## src/rtl/gpio_cmd_pkg.sv

```systemverilog
// Shared definitions for the GPIO command initiator: opcodes, field layout,
// FSM state and phase encodings.
package gpio_cmd_pkg;

  localparam int GPIO_NB_COM  = 8;
  localparam int GPIO_NB_DATA = 24;
  localparam int GPIO_NB_INST = 32;
  localparam int GPIO_NB_BER  = 64;

  // GPIO word layout: cmd[31:24], enable[23], data[22:0]
  localparam int CMD_MSB = 31;
  localparam int CMD_LSB = 24;
  localparam int ENB_BIT = 23;

  localparam logic [7:0] OP_RESET    = 8'h01;
  localparam logic [7:0] OP_EN_TX    = 8'h02;
  localparam logic [7:0] OP_EN_RX    = 8'h03;
  localparam logic [7:0] OP_PH_SEL   = 8'h04;
  localparam logic [7:0] OP_RUN_MEM  = 8'h05;
  localparam logic [7:0] OP_RD_MEM   = 8'h06;
  localparam logic [7:0] OP_IS_FULL  = 8'h07;
  localparam logic [7:0] OP_BER_S_I  = 8'h08;
  localparam logic [7:0] OP_BER_S_Q  = 8'h09;
  localparam logic [7:0] OP_BER_E_I  = 8'h0A;
  localparam logic [7:0] OP_BER_E_Q  = 8'h0B;
  localparam logic [7:0] OP_BER_HIGH = 8'h0C;

  typedef enum logic [1:0] {
    ST_IDLE     = 2'd0,
    ST_ASSERT   = 2'd1,
    ST_DEASSERT = 2'd2,
    ST_RESP     = 2'd3
  } state_t;

  typedef enum logic {
    PH_LO = 1'b0,
    PH_HI = 1'b1
  } phase_t;

endpackage

```

## src/rtl/gpio_cmd_timer.sv

```systemverilog
// Loadable down-counter shared by the ASSERT and DEASSERT phases;
// done_o is high while the count sits at zero.
module gpio_cmd_timer #(
  parameter int W = 4
) (
  input  logic         clock,
  input  logic         reset,
  input  logic         load_i,
  input  logic [W-1:0] load_val_i,
  output logic         done_o
);

  logic [W-1:0] cnt_q, cnt_d;

  always_comb begin
    cnt_d = cnt_q;
    if (load_i) begin
      cnt_d = load_val_i;
    end else if (cnt_q != '0) begin
      cnt_d = cnt_q - W'(1);
    end
  end

  always_ff @(posedge clock or negedge reset) begin
    if (!reset) begin
      cnt_q <= '0;
    end else begin
      cnt_q <= cnt_d;
    end
  end

  assign done_o = (cnt_q == '0);

endmodule

```

## src/rtl/gpio_cmd_master.sv

```systemverilog
// GPIO command initiator: drives cmd/enable/data, waits, captures the reply,
// chains BER_HIGH for wide reads. Macro GPIO_CMD_CNT_EN enables o_txn_count.
module gpio_cmd_master
  import gpio_cmd_pkg::*;
#(
  parameter int NB_COM   = GPIO_NB_COM,
  parameter int NB_DATA  = GPIO_NB_DATA,
  parameter int NB_INST  = GPIO_NB_INST,
  parameter int NB_BER   = GPIO_NB_BER,
  parameter int ENB_HOLD = 4,
  parameter int RSP_WAIT = 4
) (
  input  logic                clock,
  input  logic                reset,
  input  logic                i_req_valid,
  output logic                o_req_ready,
  input  logic [NB_COM-1:0]   i_req_cmd,
  input  logic [NB_DATA-2:0]  i_req_data,
  input  logic                i_req_wide,
  output logic [NB_INST-1:0]  o_cmd_to_fr,
  input  logic [NB_INST-1:0]  i_data_from_fr,
  output logic                o_rsp_valid,
  output logic [NB_BER-1:0]   o_rsp_data,
  output logic                o_busy,
  output logic [15:0]         o_txn_count
);

  localparam int NB_PAY  = NB_DATA - 1;
  localparam int TMR_MAX = (ENB_HOLD > RSP_WAIT) ? ENB_HOLD : RSP_WAIT;
  localparam int TMR_W   = $clog2(TMR_MAX) + 1;
  localparam logic [TMR_W-1:0] HOLD_LOAD = TMR_W'(ENB_HOLD - 1);
  localparam logic [TMR_W-1:0] WAIT_LOAD = TMR_W'(RSP_WAIT - 1);

  state_t              state_q, state_d;
  phase_t              phase_q, phase_d;
  logic [NB_COM-1:0]   cmd_q, cmd_d;
  logic [NB_PAY-1:0]   data_q, data_d;
  logic                wide_q, wide_d;
  logic [NB_INST-1:0]  lo_q, lo_d;
  logic [NB_BER-1:0]   rsp_q, rsp_d;

  logic                tmr_load;
  logic [TMR_W-1:0]    tmr_val;
  logic                tmr_done;
  logic                accept;

  assign accept = i_req_valid && (state_q == ST_IDLE);

  gpio_cmd_timer #(
    .W (TMR_W)
  ) u_timer (
    .clock      (clock),
    .reset      (reset),
    .load_i     (tmr_load),
    .load_val_i (tmr_val),
    .done_o     (tmr_done)
  );

  always_comb begin
    state_d  = state_q;
    phase_d  = phase_q;
    cmd_d    = cmd_q;
    data_d   = data_q;
    wide_d   = wide_q;
    lo_d     = lo_q;
    rsp_d    = rsp_q;
    tmr_load = 1'b0;
    tmr_val  = HOLD_LOAD;

    case (state_q)
      ST_IDLE: begin
        if (accept) begin
          state_d  = ST_ASSERT;
          phase_d  = PH_LO;
          cmd_d    = i_req_cmd;
          data_d   = i_req_data;
          wide_d   = i_req_wide;
          tmr_load = 1'b1;
          tmr_val  = HOLD_LOAD;
        end
      end

      ST_ASSERT: begin
        if (tmr_done) begin
          state_d  = ST_DEASSERT;
          tmr_load = 1'b1;
          tmr_val  = WAIT_LOAD;
        end
      end

      ST_DEASSERT: begin
        // Last DEASSERT edge: capture and decide whether a BER_HIGH follows
        if (tmr_done) begin
          if ((phase_q == PH_LO) && wide_q) begin
            lo_d     = i_data_from_fr;
            cmd_d    = NB_COM'(OP_BER_HIGH);
            data_d   = '0;
            phase_d  = PH_HI;
            state_d  = ST_ASSERT;
            tmr_load = 1'b1;
            tmr_val  = HOLD_LOAD;
          end else begin
            state_d = ST_RESP;
            if (phase_q == PH_HI) begin
              rsp_d = NB_BER'({i_data_from_fr, lo_q});
            end else begin
              rsp_d = NB_BER'(i_data_from_fr);
            end
          end
        end
      end

      ST_RESP: begin
        state_d = ST_IDLE;
      end

      default: begin
        state_d = ST_IDLE;
      end
    endcase
  end

  always_ff @(posedge clock or negedge reset) begin
    if (!reset) begin
      state_q <= ST_IDLE;
      phase_q <= PH_LO;
      cmd_q   <= '0;
      data_q  <= '0;
      wide_q  <= 1'b0;
      lo_q    <= '0;
      rsp_q   <= '0;
    end else begin
      state_q <= state_d;
      phase_q <= phase_d;
      cmd_q   <= cmd_d;
      data_q  <= data_d;
      wide_q  <= wide_d;
      lo_q    <= lo_d;
      rsp_q   <= rsp_d;
    end
  end

  // Enable is decoded from the state register so reset drops it at once
  assign o_cmd_to_fr = {cmd_q, (state_q == ST_ASSERT), data_q};
  assign o_req_ready = (state_q == ST_IDLE);
  assign o_busy      = (state_q != ST_IDLE);
  assign o_rsp_valid = (state_q == ST_RESP);
  assign o_rsp_data  = rsp_q;

`ifdef GPIO_CMD_CNT_EN
  logic [15:0] txn_cnt_q;

  always_ff @(posedge clock or negedge reset) begin
    if (!reset) begin
      txn_cnt_q <= '0;
    end else if (state_q == ST_RESP) begin
      txn_cnt_q <= txn_cnt_q + 16'd1;
    end
  end

  assign o_txn_count = txn_cnt_q;
`else
  assign o_txn_count = '0;
`endif

endmodule

```

## config.mk

```make
export PLATFORM = sky130hd
export DESIGN_NAME = gpio_cmd_master
export DESIGN_NICKNAME = d
export VERILOG_FILES = /design/src/rtl/gpio_cmd_pkg.sv /design/src/rtl/gpio_cmd_timer.sv /design/src/rtl/gpio_cmd_master.sv
export SDC_FILE = /design/constraint.sdc
export NUM_CORES = 1
export LEC_CHECK = 0
export ABC_AREA = 1
export BUFFER_PORTS_ARGS = -buffer_cell sky130_fd_sc_hd__buf_2
export CAP_MARGIN = 20
export CORE_MARGIN = 10
export CORE_UTILIZATION = 32
export CTS_CLUSTER_DIAMETER = 40
export DETAILED_ROUTE_END_ITERATION = 10
export SLEW_MARGIN = 20
export SYNTH_ARGS = -nofsm -noshare
export SYNTH_HDL_FRONTEND = slang
export SYNTH_SLANG_ARGS = --single-unit
```

## constraint.sdc

```tcl
create_clock -name clock -period 1.7 [get_ports clock]
set_clock_uncertainty 0.1 [all_clocks]
set_input_delay 0.255 -clock clock [delete_from_list [all_inputs] [get_ports clock]]
set_output_delay 0.255 -clock clock [all_outputs]
set_load 0.01 [all_outputs]
```

==> summary.txt <==
GRT
  • Initial antenna violation count: 0
  • Total congestion overflow: 0
  • GRT Overall Usage: 0.134
  • First-pass GRT wire length: 26000 µm
  • Largest net degree at the start of global routing: 74
  • Vias in the first global route: 4978

Clock tree
  • Max clock buf depth: 2
  • CTS tree: yes
  • TritonCTS Buffers: 17
  • CTS root buf: clkbuf_16
  • Clk_lat worst skew: 0.41 ns
  • CTS clk-pin slew, worst paths: 0.06 ns
  • H-tree depth: 4
  • Num Clock Sinks: 134

Final layout
  • Fin area: 8390 µm²
  • Multi-input gate area: 2030 µm²
  • Final nets: 994
  • Most common cell after layout, fill and taps aside: nand2_1
  • Area occupied by registers: 3350 µm²
  • Most frequent cells in the layout: nand2_1 (323), buf_2 (164), dfrtp_1 (133), o21ai_0 (82), dlygate4sd3_1 (51)
  • Fraction of layout cells with a size suffix above 1: 0.275
  • Area grow syn2layout: 46.3%
  • Filler cells: 1637
  • Cell Count, Final, Fillers Out: 1163
  • Ant. Diodes: 0

Routing
  • Drt via density: 4.36
  • Drt pass-1 iters: 5
  • Vias: 5072
  • # DRC: 0
  • ANT nets after route: 0
  • Total Routed Length: 16900 µm
  • Initial DRC Count: 311
  • Wire per inst: 14.5 µm

Logic synthesis
  • Synth Area in Adders: 0.00436
  • Yosys warnings: 0
  • Synthesized cell area: 5730 µm²
  • Post-Syn Area per Cell: 8.27 µm²
  • Mux cell area share after synthesis: 0
  • Synthesized flop and latch total: 134
  • Synth cell types: 19
  • Post-synthesis sequential area ratio: 0.585
  • Gate Count Post-Synth: 693
  • Synth Area in XOR/XNOR: 0.00153
  • Cell taking the most area after synthesis: dfrtp_1
  • Yosys top cell area share: 0.585
  • Largest family of logic cells by synthesized area: simple AND/OR/NAND/NOR gates
  • Simple-gate portion of the synthesized area: 0.237
  • Synth Area in Compound Gates: 0.0864
  • Area contributors post-synth: dfrtp_1 (58%), nand2_1 (22%), o21ai_0 (7.2%)

Hold path
  • Hold_sp: i_data_from_fr[11]
  • Hold depth: 3
  • Hold Crit Endpoint: o_rsp_data[43]
  • Hold Path Class: in2reg

Worst setup path
  • R2R cell count: 10
  • Reg2Reg Launch Point: u_timer.cnt_q[0]
  • Worst EP required: 1.90 ns
  • Reg2reg end: o_rsp_data[2]
  • Setup slack, reg-to-reg: 0.004 ns
  • Crit start category: flip-flop
  • CP Capture Type: flip-flop
  • CP Max Fanout: 8
  • Type of the worst setup path: reg2reg
  • Critical Path AT: 1.90 ns

Pwr
  • PD cells: 1840 nW/µm²
  • Leakage: 0.00446 µW
  • IR drop worst, VDD: 0.854 mV

Die
  • Core area: 17400 µm²
  • Top-Level Pins: 182
  • Die H: 154 µm
  • Die width: 154 µm
  • FP Rows: 48
  • Die ar.: 23700 µm²
  • Initial Utilization: 0.329

STA
  • RSZ-0062 raised after global routing: true
  • Final setup viols: 0
  • Fraction of the cycle the final worst path needs: 0.997
  • FMAX: 590 MHz
  • Fin crit period: 1.70 ns
  • Slew Viols, Final: 0
  • Final Hold Viols: 0

Status
  • Status: finished, final reports clean

Place
  • Placed Cells incl. Taps: 1069
  • RePlAce Congestion: 0.726
  • Port buffer count: 165
  • Post-DP HPWL: 10800 µm
  • DP Area: 6900 µm²

Run
  • Max-cap violations: 0
[final cells by class]
class	instances	share of cell area
Sequential cell	134	0.400
Multi-Input combinational cell	472	0.242
Timing Repair Buffer	250	0.220
Clock buffer	20	0.0544
Tap cell	225	0.0336
Clock inverter	12	0.0265
Inverter	50	0.0242
[Yosys cell counts (all sizes together)]
master,n
dfrtp,134
ha,2
clkbuf,13
o21ai,98
nand3,8
a21oi,1
buf,39
inv,50
conb,1
xor2,1
nor2,7
nand2,339
[repair_timing]
action | CTS | global route
setup buffers | 0 | 4
hold buffers | 51 | 0
resized for setup | 0 | 35
hold endpoints to repair | 92 | 0
setup endpoints to repair | 0 | 100
[logic make-up (layout without fill, tap and decap cells)]
| family | count (synthesis) | count (layout) |
|---|---|---|
| AO/OA/AOI/OAI | 99 | 99 |
| XOR/XNOR | 1 | 1 |
| adder cells (fa/ha/maj) | 2 | 2 |
| buffers and inverters | 102 | 332 |
| flip-flops | 134 | 134 |
| other | 1 | 16 |
| AND/OR/NAND/NOR | 354 | 354 |
[metal layers]
| metal | track usage | vias to the layer above | routed length (µm) |
|---|---|---|---|
| met2 | 0.208 | 158 | 7920 |
| met3 | 0.0463 | 12 | 1190 |
| met1 | 0.169 | 2331 | 7580 |
| met5 | 0 | - | 0 |
| li1 | - | 2571 | - |
| met4 | 0.0459 | 0 | 185 |
[through the flow]
stage	utilization	TNS, ns	power, µW	setup WS [ns]	hold slack [ns]
floorplan	-	-0.0956	8640	-0.0106	-0.141
global placement	0.396	0	10900	0.0598	0.109
detailed placement	0.396	0	11000	0.0154	0.109
CTS	0.465	0	15400	0.0109	0.0000449
global route	0.482	-1.34	16700	-0.0549	0.00864
finish	0.482	0	15500	0.00435	0.00266
[flip-flops by register name, indices dropped and copies added, names as in the netlist]
| signal | count |
|---|---|
| o_rsp_data | 64 |
| lo_q | 32 |
| data_q | 23 |
| cmd_q | 8 |
| u_timer.cnt_q | 3 |
| state_q | 2 |
| phase_q | 1 |
| wide_q | 1 |
[critical path: stages, from the launching register on]
cell and delay (ns):
dfrtp_1 0.36, inv_1 0.05, ha_2 0.18, ha_4 0.16, buf_6 0.12, nand3_4 0.09, buf_12 0.17, clkinv_8 0.09
clkbuf_16 0.17, nand2_1 0.06, nand2_1 0.05
[how the worst max path moves through the flow]
stage	start	end	slack, ns
after floorplan	u_timer.cnt_q[0]	lo_q[23]	-0.01
after global placement	u_timer.cnt_q[0]	o_rsp_data[17]	0.06
after detailed placement	u_timer.cnt_q[0]	o_rsp_data[24]	0.02
after CTS	u_timer.cnt_q[0]	o_rsp_data[24]	0.01
after global routing	u_timer.cnt_q[0]	o_rsp_data[16]	-0.05
final	u_timer.cnt_q[0]	o_rsp_data[2]	0.004
[where the power goes]
| part | leakage (µW) | switching (µW) | internal, µW |
|---|---|---|---|
| combinational | 0.00257 | 3310 | 2320 |
| sequential | 0.00156 | 824 | 4760 |
| clock | 0.000327 | 1410 | 2830 |
| total | 0.00446 | 5540 | 9910 |
Power figures use the tool's default switching activity.
